<file path="src/rtl/riscv_pkg.sv">
// Core-wide constants shared by the fetch front end, decode and flush logic.
package riscv_pkg;

  localparam int              XLEN             = 32;
  localparam logic [XLEN-1:0] RESET_PC_DEFAULT = 32'h0000_0000;
  localparam int              FETCH_DEPTH      = 2;
  localparam logic [31:0]     INSTR_NOP        = 32'h0000_0013;

endpackage

</file>
<file path="src/rtl/fetch_pc_stage_if.sv">
// Fetch-stage bus: instruction-memory request/response, EX redirect and the IF/ID handshake.
interface fetch_pc_stage_if #(
  parameter int XLEN = riscv_pkg::XLEN
);

  logic            imem_req;
  logic [XLEN-1:0] imem_addr;
  logic [31:0]     imem_rdata;
  logic            redirect_valid;
  logic [XLEN-1:0] redirect_pc;
  logic            out_valid;
  logic            out_ready;
  logic [XLEN-1:0] out_pc;
  logic [XLEN-1:0] out_pc_plus4;
  logic [31:0]     out_instr;

  modport master (
    output imem_req, imem_addr, out_valid, out_pc, out_pc_plus4, out_instr,
    input  imem_rdata, redirect_valid, redirect_pc, out_ready
  );

  modport slave (
    input  imem_req, imem_addr, out_valid, out_pc, out_pc_plus4, out_instr,
    output imem_rdata, redirect_valid, redirect_pc, out_ready
  );

endinterface

</file>
<file path="src/rtl/fetch_queue.sv">
// Two-entry FIFO of {pc, instr} between the instruction memory and decode.
module fetch_queue
  import riscv_pkg::*;
#(
  parameter int XLEN = riscv_pkg::XLEN
) (
  input  logic            clk,
  input  logic            rst_n,
  input  logic            push_i,
  input  logic [XLEN-1:0] push_pc_i,
  input  logic [31:0]     push_instr_i,
  input  logic            pop_i,
  input  logic            flush_i,
  output logic [1:0]      count_o,
  output logic [XLEN-1:0] head_pc_o,
  output logic [31:0]     head_instr_o
);

  logic [1:0]      count_q, count_d;
  logic [XLEN-1:0] pc_q    [FETCH_DEPTH];
  logic [31:0]     instr_q [FETCH_DEPTH];
  logic            pop_ok;
  logic            push_ok;
  logic            wr_idx;

  assign pop_ok  = pop_i & (count_q != 2'd0);
  assign push_ok = push_i & ((count_q != 2'd2) | pop_ok);

  // Entry 0 is always the head; a pop shifts entry 1 down, so a push lands right behind what survives.
  assign wr_idx = (count_q == 2'd2) | ((count_q == 2'd1) & ~pop_ok);

  // NOTE: combinational logic uses blocking '=' and assigns a default first so no latch is inferred.
  always_comb begin
    count_d = count_q;
    if (flush_i) begin
      count_d = '0;
    end else begin
      count_d = count_q + {1'b0, push_ok} - {1'b0, pop_ok};
    end
  end

  // NOTE: clocked state uses non-blocking '<=' so every register samples pre-edge values.
  always_ff @(posedge clk or negedge rst_n) begin
    if (!rst_n) begin
      count_q <= '0;
    end else begin
      count_q <= count_d;
    end
  end

  // NOTE: the storage array is not reset; every read is qualified by count_q, so stale contents are never seen.
  always_ff @(posedge clk) begin
    if (!flush_i) begin
      if (pop_ok) begin
        pc_q[0]    <= pc_q[1];
        instr_q[0] <= instr_q[1];
      end
      if (push_ok) begin
        pc_q[wr_idx]    <= push_pc_i;
        instr_q[wr_idx] <= push_instr_i;
      end
    end
  end

  assign count_o      = count_q;
  assign head_pc_o    = pc_q[0];
  assign head_instr_o = instr_q[0];

endmodule

</file>
<file path="src/rtl/fetch_pc_stage.sv">
// Instruction-fetch front end: PC register, credit-limited requests to a 1-cycle imem,
// a 2-entry fetch queue toward decode, and redirect squashing.
module fetch_pc_stage
  import riscv_pkg::*;
#(
  parameter int              XLEN     = riscv_pkg::XLEN,
  parameter logic [XLEN-1:0] RESET_PC = RESET_PC_DEFAULT
) (
  input logic              clk,
  input logic              rst_n,
  fetch_pc_stage_if.master bus
);

  localparam logic [XLEN-1:0] PC_STEP = XLEN'(4);

  logic [XLEN-1:0] pc_q, pc_d;
  logic [XLEN-1:0] inflight_pc_q, inflight_pc_d;
  logic            inflight_q, inflight_d;
  logic            kill_q, kill_d;
  logic            req;
  logic            pop;
  logic            push;
  logic            head_valid;
  logic [1:0]      count;
  logic [2:0]      credit_used;
  logic [XLEN-1:0] head_pc;
  logic [31:0]     head_instr;

  assign head_valid = (count != 2'd0);
  assign pop        = head_valid & bus.out_ready;

  // Slots already promised: queued entries plus the response on its way, less the one decode takes now.
  assign credit_used = {1'b0, count} + {2'b00, inflight_q} - {2'b00, pop};
  assign req         = rst_n & ~bus.redirect_valid & (credit_used < 3'(FETCH_DEPTH));
  assign push        = inflight_q & ~kill_q;

  always_comb begin
    pc_d          = pc_q;
    inflight_d    = inflight_q;
    inflight_pc_d = inflight_pc_q;
    kill_d        = 1'b0;
    if (bus.redirect_valid) begin
      // The queue flush drops this cycle's response; kill covers anything still marked in flight.
      pc_d   = {bus.redirect_pc[XLEN-1:2], 2'b00};
      kill_d = inflight_q;
    end else if (req) begin
      pc_d          = pc_q + PC_STEP;
      inflight_d    = 1'b1;
      inflight_pc_d = pc_q;
    end else begin
      inflight_d = 1'b0;
    end
  end

  always_ff @(posedge clk or negedge rst_n) begin
    if (!rst_n) begin
      pc_q          <= RESET_PC;
      inflight_q    <= 1'b0;
      inflight_pc_q <= '0;
      kill_q        <= 1'b0;
    end else begin
      pc_q          <= pc_d;
      inflight_q    <= inflight_d;
      inflight_pc_q <= inflight_pc_d;
      kill_q        <= kill_d;
    end
  end

  fetch_queue #(
    .XLEN (XLEN)
  ) u_queue (
    .clk          (clk),
    .rst_n        (rst_n),
    .push_i       (push),
    .push_pc_i    (inflight_pc_q),
    .push_instr_i (bus.imem_rdata),
    .pop_i        (pop),
    .flush_i      (bus.redirect_valid),
    .count_o      (count),
    .head_pc_o    (head_pc),
    .head_instr_o (head_instr)
  );

  assign bus.imem_req     = req;
  assign bus.imem_addr    = pc_q;
  assign bus.out_valid    = head_valid;
  assign bus.out_pc       = head_valid ? head_pc : '0;
  assign bus.out_pc_plus4 = head_valid ? (head_pc + PC_STEP) : '0;
  assign bus.out_instr    = head_valid ? head_instr : '0;

endmodule

</file>
<file path="src/flat_wrapper.sv">
// flat-port wrapper written by rule: the top's interface ports become plain ports
module fetch_pc_stage_flat import riscv_pkg::*;
#(
  parameter int              XLEN     = riscv_pkg::XLEN,
  parameter logic [XLEN-1:0] RESET_PC = RESET_PC_DEFAULT
)
  (clk, rst_n, bus_imem_req, bus_imem_addr, bus_out_valid, bus_out_pc, bus_out_pc_plus4, bus_out_instr, bus_imem_rdata, bus_redirect_valid, bus_redirect_pc, bus_out_ready);
  fetch_pc_stage_if #(.XLEN(XLEN)) bus_i ();
  input logic clk;
  input logic rst_n;
  output wire logic [$bits(bus_i.imem_req)-1:0] bus_imem_req;
  output wire logic [$bits(bus_i.imem_addr)-1:0] bus_imem_addr;
  output wire logic [$bits(bus_i.out_valid)-1:0] bus_out_valid;
  output wire logic [$bits(bus_i.out_pc)-1:0] bus_out_pc;
  output wire logic [$bits(bus_i.out_pc_plus4)-1:0] bus_out_pc_plus4;
  output wire logic [$bits(bus_i.out_instr)-1:0] bus_out_instr;
  input wire logic [$bits(bus_i.imem_rdata)-1:0] bus_imem_rdata;
  input wire logic [$bits(bus_i.redirect_valid)-1:0] bus_redirect_valid;
  input wire logic [$bits(bus_i.redirect_pc)-1:0] bus_redirect_pc;
  input wire logic [$bits(bus_i.out_ready)-1:0] bus_out_ready;
  assign bus_imem_req = bus_i.imem_req;
  assign bus_imem_addr = bus_i.imem_addr;
  assign bus_out_valid = bus_i.out_valid;
  assign bus_out_pc = bus_i.out_pc;
  assign bus_out_pc_plus4 = bus_i.out_pc_plus4;
  assign bus_out_instr = bus_i.out_instr;
  assign bus_i.imem_rdata = bus_imem_rdata;
  assign bus_i.redirect_valid = bus_redirect_valid;
  assign bus_i.redirect_pc = bus_redirect_pc;
  assign bus_i.out_ready = bus_out_ready;
  fetch_pc_stage #(.XLEN(XLEN), .RESET_PC(RESET_PC)) u_core (.clk(clk), .rst_n(rst_n), .bus(bus_i));
endmodule
</file>
<file path="config.mk">
export PLATFORM = sky130hd
export DESIGN_NAME = fetch_pc_stage_flat
export DESIGN_NICKNAME = d
export VERILOG_FILES = /design/src/rtl/riscv_pkg.sv /design/src/rtl/fetch_pc_stage_if.sv /design/src/rtl/fetch_queue.sv /design/src/rtl/fetch_pc_stage.sv /design/src/flat_wrapper.sv
export SDC_FILE = /design/constraint.sdc
export NUM_CORES = 1
export LEC_CHECK = 0
export BUFFER_PORTS_ARGS = -buffer_cell sky130_fd_sc_hd__buf_2
export CAP_MARGIN = 0
export CORE_ASPECT_RATIO = 0.9
export CORE_MARGIN = 2
export CORE_UTILIZATION = 35
export DETAILED_ROUTE_END_ITERATION = 8
export HOLD_SLACK_MARGIN = 0.03
export SLEW_MARGIN = 20
export SYNTH_ARGS = -nofsm -noshare
export SYNTH_HDL_FRONTEND = slang
export SYNTH_SLANG_ARGS = --single-unit
</file>
<file path="constraint.sdc">
create_clock -name clk -period 8.2 [get_ports clk]
set_input_delay 0 -clock clk [delete_from_list [all_inputs] [get_ports clk]]
set_output_delay 0 -clock clk [all_outputs]
set_load 0.05 [all_outputs]
</file>
==> reports/qor.yml, run 1 <==
drv_cap: 0
grt_usage_pct: 16.2
root_buffer: "clkbuf_16"
wl_um: 20900
hold_class: "primary input to flip-flop"
clkTransAtPathRegs_ns: 0.07
io_buffers: 189
clk_path_buf_depth: 2
drt-pass1-iter-count: 5
place_worst_setup_slack_ns: 4.26
dieArea_um2: 26200
period_share_pct: 47.8
crit_arrival_ns: 4.23
fin_area_um2: 11200
nFillCells: 2251
wl_per_cell_um: 15.7
status: "completed"
clock.fmax_mhz: 255
synth-seq-area-share_pct: 61.0
grt_pass1_wl_um: 33300
rsz0062_at_grt: "no"
power.leakage_nw: 4.60
skew_ns: 0.0118
die_h_um: 154
setup_viol: 0
r2r_end: "u_core.bus.imem_addr[28]$_DFFE_PN0P_"
antenna_cells: 0
htreeDepth: 4
vias: 6354
critical_path_class: "flip-flop to flip-flop"
worst_pin_slew_ns: 0.947
syn_area_um2: 8730
reg2reg_slack_ns: 4.28
synth_top_area_share_pct: 42.7
cp-end-kind: "flip-flop"
finalMaxSlewViolations: 0
ys_async_sr_fraction_pct: 34.0
drive_gt1_share_pct: 30.4
area_growth_pct: 28.3
dp_hpwl_um: 14000
grt_overflow: 0
setup_slack_ns: 4.28
routed_via_density: 4.80
clkLatencyLatePin_ns: 0.42
drtAntennaViolNets: 0
synth_cells: 733
grt_pass1_vias: 6140
cts_buffers: 17
peakVddDrop_v: 0.000141
drtIter0Drc: 326
tns_ns: 0
place_congestion: 0.802
hold_end: "u_core.u_queue.count_o[1]$_DFF_PN0_"
top_level_ports: 198
synth_area_leaders: "edfxtp_1 43%, dfrtp_1 18%, mux2_2 8.0%"
postCtsSetupBuffers: 0
synth-edff-count: 124
syn_area_per_cell_um2: 11.9
yosysTopAreaCell: "edfxtp_1"
rows: 54
drc_errors: 0
cp_max_fo: 24
die_x_um: 170
initial_core_util_pct: 35.8
nets: 1049
total_power_mw: 3.65
slew_headroom_pct: 36.3
core_area_um2: 24400
cts.repair.resized: 0
rr_worst_depth: 13
yosysMostFrequentCell: "nand2_1"
final_hold_viol_count: 0
ys_types: 40
grt_max_degree: 93
worstHoldStart: "bus_redirect_valid"
ys_ff_latch: 188
post-route-util_pct: 45.9
fin_crit_ns: 3.92
min_path_cells: 2
rr_startpoint: "u_core.u_queue.count_o[1]$_DFF_PN0_"
cts_hold_buf: 63
placed_area_um2: 9990
yosys_warnings: 0
required_ns: 8.51
cts_tree: "done"
cts.sinks: 188
antenna_found_initial: 0
ys_top_cells_by_count: "125 x nand2_1, 124 x edfxtp_1, 65 x nor2b_1"
pwr_density_cell_nw_per_um2: 326
startpoint_type: "flip-flop"
yosys_most_used_dff: "edfxtp_1"
## kinds of logic after synthesis
| logic type | Yosys count | synth area share [%] |
|---|---|---|
| simple gates | 318 | 18.1 |
| flops | 188 | 61.0 |
| compound gates | 67 | 5.59 |
| mux | 66 | 8.46 |
| buf+inv | 58 | 2.97 |
| xor+xnor | 29 | 2.91 |
| fa+ha+maj | 6 | 0.946 |
| other cells | 1 | 0.0430 |
## state kept, by name, indices dropped and copies added (netlist names)
name and count:
u_core.bus.imem_addr 30, u_core.inflight_pc_q 30, u_core.inflight_q 1, u_core.kill_q 1
u_core.u_queue.count_o 2, u_core.u_queue.instr_q 64, u_core.u_queue.pc_q 60
## layer usage
metal	part of all wire [%]	GRT usage (%)
met5	0	0
met4	1.6	5.09
met2	44	24.1
met3	3.7	2.75
met1	51	24.2
## cell type report
type                       instances  area, um^2  area share [%]
multi-input combinational        492        3180            28.4
clock inverter                    15         144            1.29
timing repair buffer             261        1640            14.7
inverter                          15        56.3           0.503
sequential                       188        5330            47.6
clock buffer                      17         425            3.80
tap                              336         420            3.76
## placed cells by master (no fill, tap or decap), types with 9 or more instances in the layout
| master | synthesis | layout |
|---|---|---|
| xor2_1 | 24 | 24 |
| nand4_1 | 17 | 17 |
| nor2b_1 | 65 | 65 |
| nand3_1 | 28 | 28 |
| nand2_1 | 125 | 125 |
| o21ai_0 | 15 | 15 |
| buf_4 | 8 | 9 |
| nor2_1 | 44 | 43 |
| dfrtp_1 | 64 | 64 |
| edfxtp_1 | 124 | 124 |
| dlygate4sd3_1 | 0 | 63 |
| inv_1 | 15 | 15 |
| o311ai_0 | 19 | 19 |
| mux2_2 | 62 | 62 |
| o211ai_1 | 11 | 11 |
| clkbuf_16 | 0 | 17 |
| buf_2 | 9 | 189 |
## worst max-delay path, stage by stage, from the launching register on
cell	delay, ns
dfrtp_1	0.54
nor2_4	0.11
nor2b_1	0.24
ha_1	0.27
nand2b_1	0.15
fa_1	0.49
nand2_1	0.11
or3_1	0.38
inv_1	0.40
buf_4	0.37
nor2_1	0.07
buf_4	0.23
a21o_1	0.16
a221o_1	0.29
## report_power, final
| group | leakage [nW] | internal (mW) | total (mW) | switching (mW) |
|---|---|---|---|---|
| sequential | 1.93 | 1.27 | 1.46 | 0.189 |
| combinational | 2.39 | 0.368 | 1.40 | 1.03 |
| clock | 0.280 | 0.405 | 0.790 | 0.385 |
| total | 4.60 | 2.04 | 3.65 | 1.61 |
## stage by stage
step / hold WS, ns / instances
6_report: 0.155 / 1324
5_1_grt: 0.189 / 1324
4_1_cts: 0.144 / 1324
3_5_place_dp: 0.191 / 1229
3_3_place_gp: 0.192 / 1229
2_1_floorplan: -0.296 / 738
## how the worst max path moves through the flow
| stage | from | slack (ns) | cells after the start | end |
|---|---|---|---|---|
| after floorplan | u_core.u_queue.count_o[1]$_DFF_PN0_ | 2.57 | 4 | u_core.u_queue.instr_q[1][0]$_DFFE_PP_ |
| after global placement | u_core.u_queue.count_o[1]$_DFF_PN0_ | 4.29 | 13 | u_core.bus.imem_addr[28]$_DFFE_PN0P_ |
| after detailed placement | u_core.u_queue.count_o[1]$_DFF_PN0_ | 4.26 | 13 | u_core.bus.imem_addr[28]$_DFFE_PN0P_ |
| after CTS | u_core.u_queue.count_o[1]$_DFF_PN0_ | 4.21 | 13 | u_core.bus.imem_addr[28]$_DFFE_PN0P_ |
| after global routing | u_core.u_queue.count_o[1]$_DFF_PN0_ | 3.98 | 12 | u_core.bus.imem_addr[15]$_DFFE_PN0P_ |
| final | u_core.u_queue.count_o[1]$_DFF_PN0_ | 4.28 | 13 | u_core.bus.imem_addr[28]$_DFFE_PN0P_ |
Note: power is estimated with default switching activity, not from simulation.
==> run 2, diff against run 1 <==
- ABC_AREA: default -> 1
- clock period: 8.2 -> 3.99 ns (I/O delays scaled with it)
==> reports/qor.yml, run 2 <==
rr_startpoint: "u_core.u_queue.count_o[1]$_DFF_PN0_"  # unchanged
top_level_ports: 198  # unchanged
antenna_cells: 0  # unchanged
synth_top_area_share_pct: 39.0  # was 42.7%
drt-pass1-iter-count: 6  # was 5
drtAntennaViolNets: 0  # unchanged
mostFrequentLayoutCells: "439 x nand2_1, 208 x nor2_1, 189 x buf_2"  # was 189 x buf_2, 125 x nand2_1, 124 x edfxtp_1
drive_gt1_share_pct: 17.1  # was 30.4%
cts.sinks: 188  # unchanged
pwr_density_cell_nw_per_um2: 755  # was 326 nW/um^2
top_regs: "u_core.u_queue.instr_q: 64 flops, u_core.u_queue.pc_q: 60 flops"  # unchanged
root_buffer: "clkbuf_16"  # unchanged
routed-wl-met3_um: 1740  # was 779 um
r2r_end: "u_core.bus.imem_addr[7]$_DFFE_PN0P_"  # was u_core.bus.imem_addr[28]$_DFFE_PN0P_
cp_slowest_cell: "dfrtp_1"  # unchanged
slew_headroom_pct: 40.7  # was 36.3%
ys_async_sr_fraction_pct: 34.0  # unchanged
core_area_um2: 26900  # was 24400 um^2
dieArea_um2: 28600  # was 26200 um^2
top_layer: "met4"  # unchanged
setup_viol: 0  # unchanged
grt_pass1_wl_um: 39700  # was 33300 um
period_share_pct: 86.4
yosysTopAreaCell: "edfxtp_1"  # unchanged
die_h_um: 161  # was 154 um
ys_ff_latch: 188  # unchanged
cts.repair.resized: 0  # unchanged
pwr-share-comb_pct: 47.1  # was 38.4%
skew_ns: 0.0160  # was 0.0118 ns
cts_tree: "done"  # unchanged
place_congestion: 0.884  # was 0.802
cts_buffers: 17  # unchanged
total_power_mw: 9.10  # was 3.65 mW
routed_via_density: 4.62  # was 4.80
pwr-share-clk_pct: 19.2  # was 21.7%
grt_pass1_vias: 7598  # was 6140
largest_reg_flops: 64  # unchanged
grt_max_degree: 85  # was 93
critical_path_class: "flip-flop to output port"  # was flip-flop to flip-flop
htreeDepth: 4  # unchanged
worstHoldStart: "bus_redirect_valid"  # unchanged
rsz0062_at_grt: "no"  # unchanged
status: "completed"  # unchanged
syn_area_per_cell_um2: 8.08  # was 11.9 um^2
cp_max_fo: 22  # was 24
clk_path_buf_depth: 2  # unchanged
io_buffers: 189  # unchanged
synth_area_leaders: "edfxtp_1 39%, nand2_1 17%, dfrtp_1 17%"  # was edfxtp_1 43%, dfrtp_1 18%, mux2_2 8.0%
clock.fmax_mhz: 290
cp-end-kind: "output port"  # was flip-flop
rr_worst_depth: 13  # unchanged
intPower_mw: 4.47  # was 2.04 mW
yosysMostFrequentCell: "nand2_1"  # unchanged
drtIter0Drc: 703  # was 326
cts_hold_buf: 64  # was 63
peakVddDrop_v: 0.000466  # was 0.000141 V
yosys_most_used_dff: "edfxtp_1"  # unchanged
hold_end: "u_core.u_queue.count_o[0]$_DFF_PN0_"  # was u_core.u_queue.count_o[1]$_DFF_PN0_
worst_pin_slew_ns: 0.890  # was 0.947 ns
antenna_found_initial: 0  # unchanged
nets: 1501  # was 1049
clkLatencyLatePin_ns: 0.44  # was 0.42 ns
grt_overflow: 0  # unchanged
syn_area_um2: 9550  # was 8730 um^2
vias: 8289  # was 6354
met1Wirelength_um: 12200  # was 10600 um
startpoint_type: "flip-flop"  # unchanged
dp_hpwl_um: 17800  # was 14000 um
switching_power_mw: 4.64  # was 1.61 mW
fin_crit_ns: 3.45
post-route-util_pct: 44.9  # was 45.9%
initial_core_util_pct: 35.5  # was 35.8%
hold_class: "primary input to flip-flop"  # unchanged
rows: 57  # was 54
yosys_warnings: 0  # unchanged
required_ns: 3.99  # was 8.51 ns
p_sw_share_pct: 51.0  # was 44.1%
ys_types: 33  # was 40
cpPeakStageDelay_ns: 0.50  # was 0.54 ns
clkTransAtPathRegs_ns: 0.07  # about the same
synth_cells: 1182  # was 733
wl_per_cell_um: 14.0  # was 15.7 um
wl_um: 25100  # was 20900 um
drv_cap: 0  # unchanged
dr_wl_met2_um: 11000  # was 9180 um
synth-edff-count: 124  # unchanged
die_x_um: 178  # was 170 um
area_growth_pct: 26.3  # was 28.3%
power.leakage_nw: 5.77  # was 4.60 nW
top_register: "u_core.u_queue.instr_q"  # unchanged
crit_chain: "nor2_4 -> nor2_4 -> ha_1 -> or2_2 -> fa_1 -> nand2_1 -> nor2_1 -> nand2_2 -> inv_1 -> buf_4 -> buf_2"  # was nor2_4 -> nor2b_1 -> ha_1 -> nand2b_1 -> fa_1 -> nand2_1 -> or3_1 -> inv_1 -> buf_4 -> nor2_1 -> buf_4 -> a21o_1 -> a221o_1
ys_top_cells_by_count: "439 x nand2_1, 208 x nor2_1, 130 x inv_1"  # was 125 x nand2_1, 124 x edfxtp_1, 65 x nor2b_1
drc_errors: 0  # unchanged
tns_ns: 0  # unchanged
p_seq_share_pct: 33.7  # was 39.9%
mostFrequentLayoutCell: "nand2_1"  # was buf_2
finalMaxSlewViolations: 0  # unchanged
postCtsSetupBuffers: 0  # unchanged
crit_arrival_ns: 3.45  # was 4.23 ns
crit_top_cell: "nor2_4"  # was buf_4
final_hold_viol_count: 0  # unchanged
min_path_cells: 2  # unchanged
grt_usage_pct: 17.8  # was 16.2%
synth-seq-area-share_pct: 55.7  # was 61.0%
reg2reg_slack_ns: 0.67  # was 4.28 ns
## run 2: critical path: cells and delay by family, from the launching register on
kind / cells / cell delay (ns)
buffers and inverters: 3 / 0.96
AND/OR/NAND/NOR: 6 / 0.79
adder cells (fa/ha/maj): 2 / 0.75
flip-flops: 1 / 0.50
## run 2: worst max-delay path by stage
stage                                   startpoint                                      to  slack (ns)  cells after the start
2_1_floorplan  u_core.u_queue.count_o[1]$_DFF_PN0_  u_core.u_queue.instr_q[1][0]$_DFFE_PP_        0.86                      6
5_1_grt        u_core.u_queue.count_o[1]$_DFF_PN0_                            bus_imem_req        0.26                     11
3_3_place_gp   u_core.u_queue.count_o[1]$_DFF_PN0_    u_core.bus.imem_addr[14]$_DFFE_PN0P_        0.73                     13
3_5_place_dp   u_core.u_queue.count_o[1]$_DFF_PN0_    u_core.bus.imem_addr[14]$_DFFE_PN0P_        0.69                     13
6_report       u_core.u_queue.count_o[1]$_DFF_PN0_                            bus_imem_req        0.54                     11
4_1_cts        u_core.u_queue.count_o[1]$_DFF_PN0_                            bus_imem_req        0.49                     11
## run 2: through the flow
stage / instance area, um^2 / hold slack, ns / instances / worst slack (ns)
finish: 12100 / 0.125 / 1794 / 0.542
global route: 12100 / 0.143 / 1794 / 0.264
CTS: 12100 / 0.107 / 1794 / 0.493
detailed placement: 10800 / -0.173 / 1698 / 0.685
global placement: 10800 / -0.175 / 1697 / 0.735
floorplan: 9580 / -0.296 / 1187 / 0.859
## run 2: layout make-up
cell class	count	area (um^2)
clock buffers	17	425
clock inverters	15	175
fillers	2666	14800
inverters	132	498
multi-input cells	823	3500
flip-flops and latches	188	5330
well taps	354	443
repair buffers	265	1700
## run 2: cells by family (layout without fill, tap and decap cells)
family	after synthesis	count (layout)	synth area share, %
AND/OR/NAND/NOR	744	744	31.2
flip-flops	188	188	55.7
buffers and inverters	176	429	8.07
AO/OA/AOI/OAI	56	56	3.05
XOR/XNOR	11	11	1.01
adder cells (fa/ha/maj)	6	6	0.864
other	1	6	0.0392
## run 2: metal layers
metal | track usage [%] | vias up
li1 | - | 4196
met1 | 26.5 | 3791
met2 | 26.8 | 284
met3 | 3.41 | 18
met4 | 3.80 | 0
met5 | 0 | -
## run 2: power groups by stage
stage	clock, mW	combinational (mW)	sequential (mW)
6_report	1.75	4.28	3.07
3_3_place_gp	0	4.20	3.09
3_5_place_dp	0	4.26	3.11
5_1_grt	1.86	4.65	3.14
4_1_cts	1.79	4.33	3.07
2_1_floorplan	0	2.94	3.31
==> run 3, diff against run 2 <==
--- a/constraint.sdc
+++ b/constraint.sdc
@@ -3,2 +3,2 @@
 set_output_delay 0 -clock clk [all_outputs]
-set_load 0.05 [all_outputs]
+set_load 0.01 [all_outputs]
==> reports/qor.yml, run 3 (synthesized netlist as in run 2, its figures left out) <==
grt_overflow: 0  # unchanged
placed_area_um2: 10800  # about the same
initial_core_util_pct: 35.5  # unchanged
crit_top_cell: "nor2_4"  # unchanged
hold_end: "u_core.u_queue.count_o[0]$_DFF_PN0_"  # unchanged
grt_pass1_wl_um: 39300  # was 39700 um
reg2reg_slack_ns: 0.92  # was 0.67 ns
critPathBufInv: 3  # unchanged
dieArea_um2: 28600  # unchanged
intPower_mw: 4.43  # was 4.47 mW
mostFrequentLayoutCell: "nand2_1"  # unchanged
stdcell_count: 1790  # was 1794
path_delay_family: "simple AND/OR/NAND/NOR gates"  # was buffers and inverters
worstHoldStart: "bus_redirect_valid"  # unchanged
final_hold_viol_count: 0  # unchanged
status: "completed"  # unchanged
power.leakage_nw: 5.75  # was 5.77 nW
drtIter0Drc: 557  # was 703
cts.sinks: 188  # unchanged
min_path_cells: 2  # unchanged
cts_tree: "done"  # unchanged
startpoint_type: "flip-flop"  # unchanged
largest_reg_flops: 64  # unchanged
rows: 57  # unchanged
rsz0062_at_grt: "no"  # unchanged
worst_pin_slew_ns: 0.977  # was 0.890 ns
die_h_um: 161  # unchanged
rr_startpoint: "u_core.u_queue.count_o[1]$_DFF_PN0_"  # unchanged
wl_um: 24700  # was 25100 um
drive_gt1_share_pct: 16.9  # was 17.1%
slew_headroom_pct: 34.6  # was 40.7%
dp_hpwl_um: 17500  # was 17800 um
period_share_pct: 78.3  # was 86.4%
r2r_end: "u_core.bus.imem_addr[6]$_DFFE_PN0P_"  # was u_core.bus.imem_addr[7]$_DFFE_PN0P_
critical_path_class: "flip-flop to output port"  # unchanged
tns_ns: 0  # unchanged
total_power_mw: 7.50  # was 9.10 mW
wl_per_cell_um: 13.8  # was 14.0 um
cp-end-kind: "output port"  # unchanged
die_x_um: 178  # unchanged
area_growth_pct: 26.1  # was 26.3%
fin_crit_ns: 3.12  # was 3.45 ns
routed_via_density: 4.53  # was 4.62
p_sw_share_pct: 40.9  # was 51.0%
p_seq_share_pct: 41.1  # was 33.7%
htreeDepth: 4  # unchanged
drv_cap: 0  # unchanged
cp_slowest_cell: "dfrtp_1"  # unchanged
mostFrequentLayoutCells: "439 x nand2_1, 208 x nor2_1, 189 x buf_2"  # unchanged
skew_ns: 0.0198  # was 0.0160 ns
rr_worst_depth: 12  # was 13
cpPeakStageDelay_ns: 0.50  # about the same
clk_path_buf_depth: 2  # unchanged
place_congestion: 0.867  # was 0.884
vias: 8114  # was 8289
required_ns: 3.99  # about the same
drt-pass1-iter-count: 5  # was 6
drtAntennaViolNets: 0  # unchanged
cts.repair.resized: 0  # unchanged
antenna_found_initial: 0  # unchanged
setup_viol: 0  # unchanged
top_regs: "u_core.u_queue.instr_q: 64 flops, u_core.u_queue.pc_q: 60 flops"  # unchanged
cp_max_fo: 31  # was 22
crit_arrival_ns: 3.12  # was 3.45 ns
cts_hold_buf: 63  # was 64
grt_max_degree: 85  # unchanged
switching_power_mw: 3.07  # was 4.64 mW
pwr-share-comb_pct: 36.1  # was 47.1%
core_area_um2: 26900  # unchanged
postCtsSetupBuffers: 0  # unchanged
antenna_cells: 0  # unchanged
clkTransAtPathRegs_ns: 0.07  # about the same
nets: 1497  # was 1501
finalMaxSlewViolations: 0  # unchanged
cts_buffers: 17  # unchanged
hold_class: "primary input to flip-flop"  # unchanged
top_level_ports: 198  # unchanged
root_buffer: "clkbuf_16"  # unchanged
clkLatencyLatePin_ns: 0.44  # about the same
fin_area_um2: 12000  # was 12100 um^2
grt_usage_pct: 17.5  # was 17.8%
drc_errors: 0  # unchanged
crit_chain: "nor2_4 -> nor2_4 -> ha_1 -> or2_2 -> fa_1 -> nand2_1 -> nor2_1 -> nand2_2 -> inv_1 -> buf_4 -> buf_2"  # unchanged
place_inst: 1695  # was 1698
io_buffers: 189  # unchanged
pwr-share-clk_pct: 22.8  # was 19.2%
pwr_density_cell_nw_per_um2: 622  # was 755 nW/um^2
clock.fmax_mhz: 320  # was 290 MHz
grt_pass1_vias: 7624  # was 7598
peakVddDrop_v: 0.000381  # was 0.000466 V
top_register: "u_core.u_queue.instr_q"  # unchanged
-- run 3: area by class of cell --
| cell class | count | area [um^2] |
|---|---|---|
| Clock inverter | 15 | 185 |
| Tap cell | 354 | 443 |
| Inverter | 132 | 498 |
| Clock buffer | 17 | 425 |
| Fill cell | 2731 | 14800 |
| Timing Repair Buffer | 261 | 1670 |
| Sequential cell | 188 | 5330 |
| Multi-Input combinational cell | 823 | 3500 |
-- run 3: how the worst max path moves through the flow --
stage                                        startpoint                                     end  cells past startpoint
finish              u_core.u_queue.count_o[1]$_DFF_PN0_                            bus_imem_req                     11
global route        u_core.u_queue.count_o[1]$_DFF_PN0_                            bus_imem_req                     11
CTS                 u_core.u_queue.count_o[1]$_DFF_PN0_                            bus_imem_req                     11
detailed placement  u_core.u_queue.count_o[1]$_DFF_PN0_    u_core.bus.imem_addr[14]$_DFFE_PN0P_                     12
global placement    u_core.u_queue.count_o[1]$_DFF_PN0_    u_core.bus.imem_addr[14]$_DFFE_PN0P_                     12
floorplan           u_core.u_queue.count_o[1]$_DFF_PN0_  u_core.u_queue.instr_q[1][0]$_DFFE_PP_                      6
-- run 3: power groups by stage --
stage | Clock (mW) | Sequential (mW) | Combinational, mW
after detailed placement | 0 | 3.12 | 2.69
after CTS | 1.75 | 3.08 | 2.75
final | 1.71 | 3.08 | 2.70
after global routing | 1.82 | 3.15 | 3.07
after global placement | 0 | 3.11 | 2.64
after floorplan | 0 | 3.02 | 1.72
-- run 3: metrics by stage --
step	util (%)	hold slack, ns	setup WS (ns)
after floorplan	-	-0.296	0.859
after global placement	40.2	0.193	0.927
after detailed placement	40.2	0.194	0.909
after CTS	44.8	0.133	0.838
after global routing	44.8	0.157	0.681
final	44.8	0.153	0.866
-- run 3: metal layers --
| metal | GRT usage (%) | up-vias | part of all wire [%] |
|---|---|---|---|
| met5 | 0 | - | 0 |
| li1 | - | 4184 | - |
| met3 | 2.82 | 18 | 5.5 |
| met1 | 26.5 | 3687 | 51 |
| met4 | 4.36 | 0 | 1.1 |
| met2 | 26.0 | 225 | 43 |
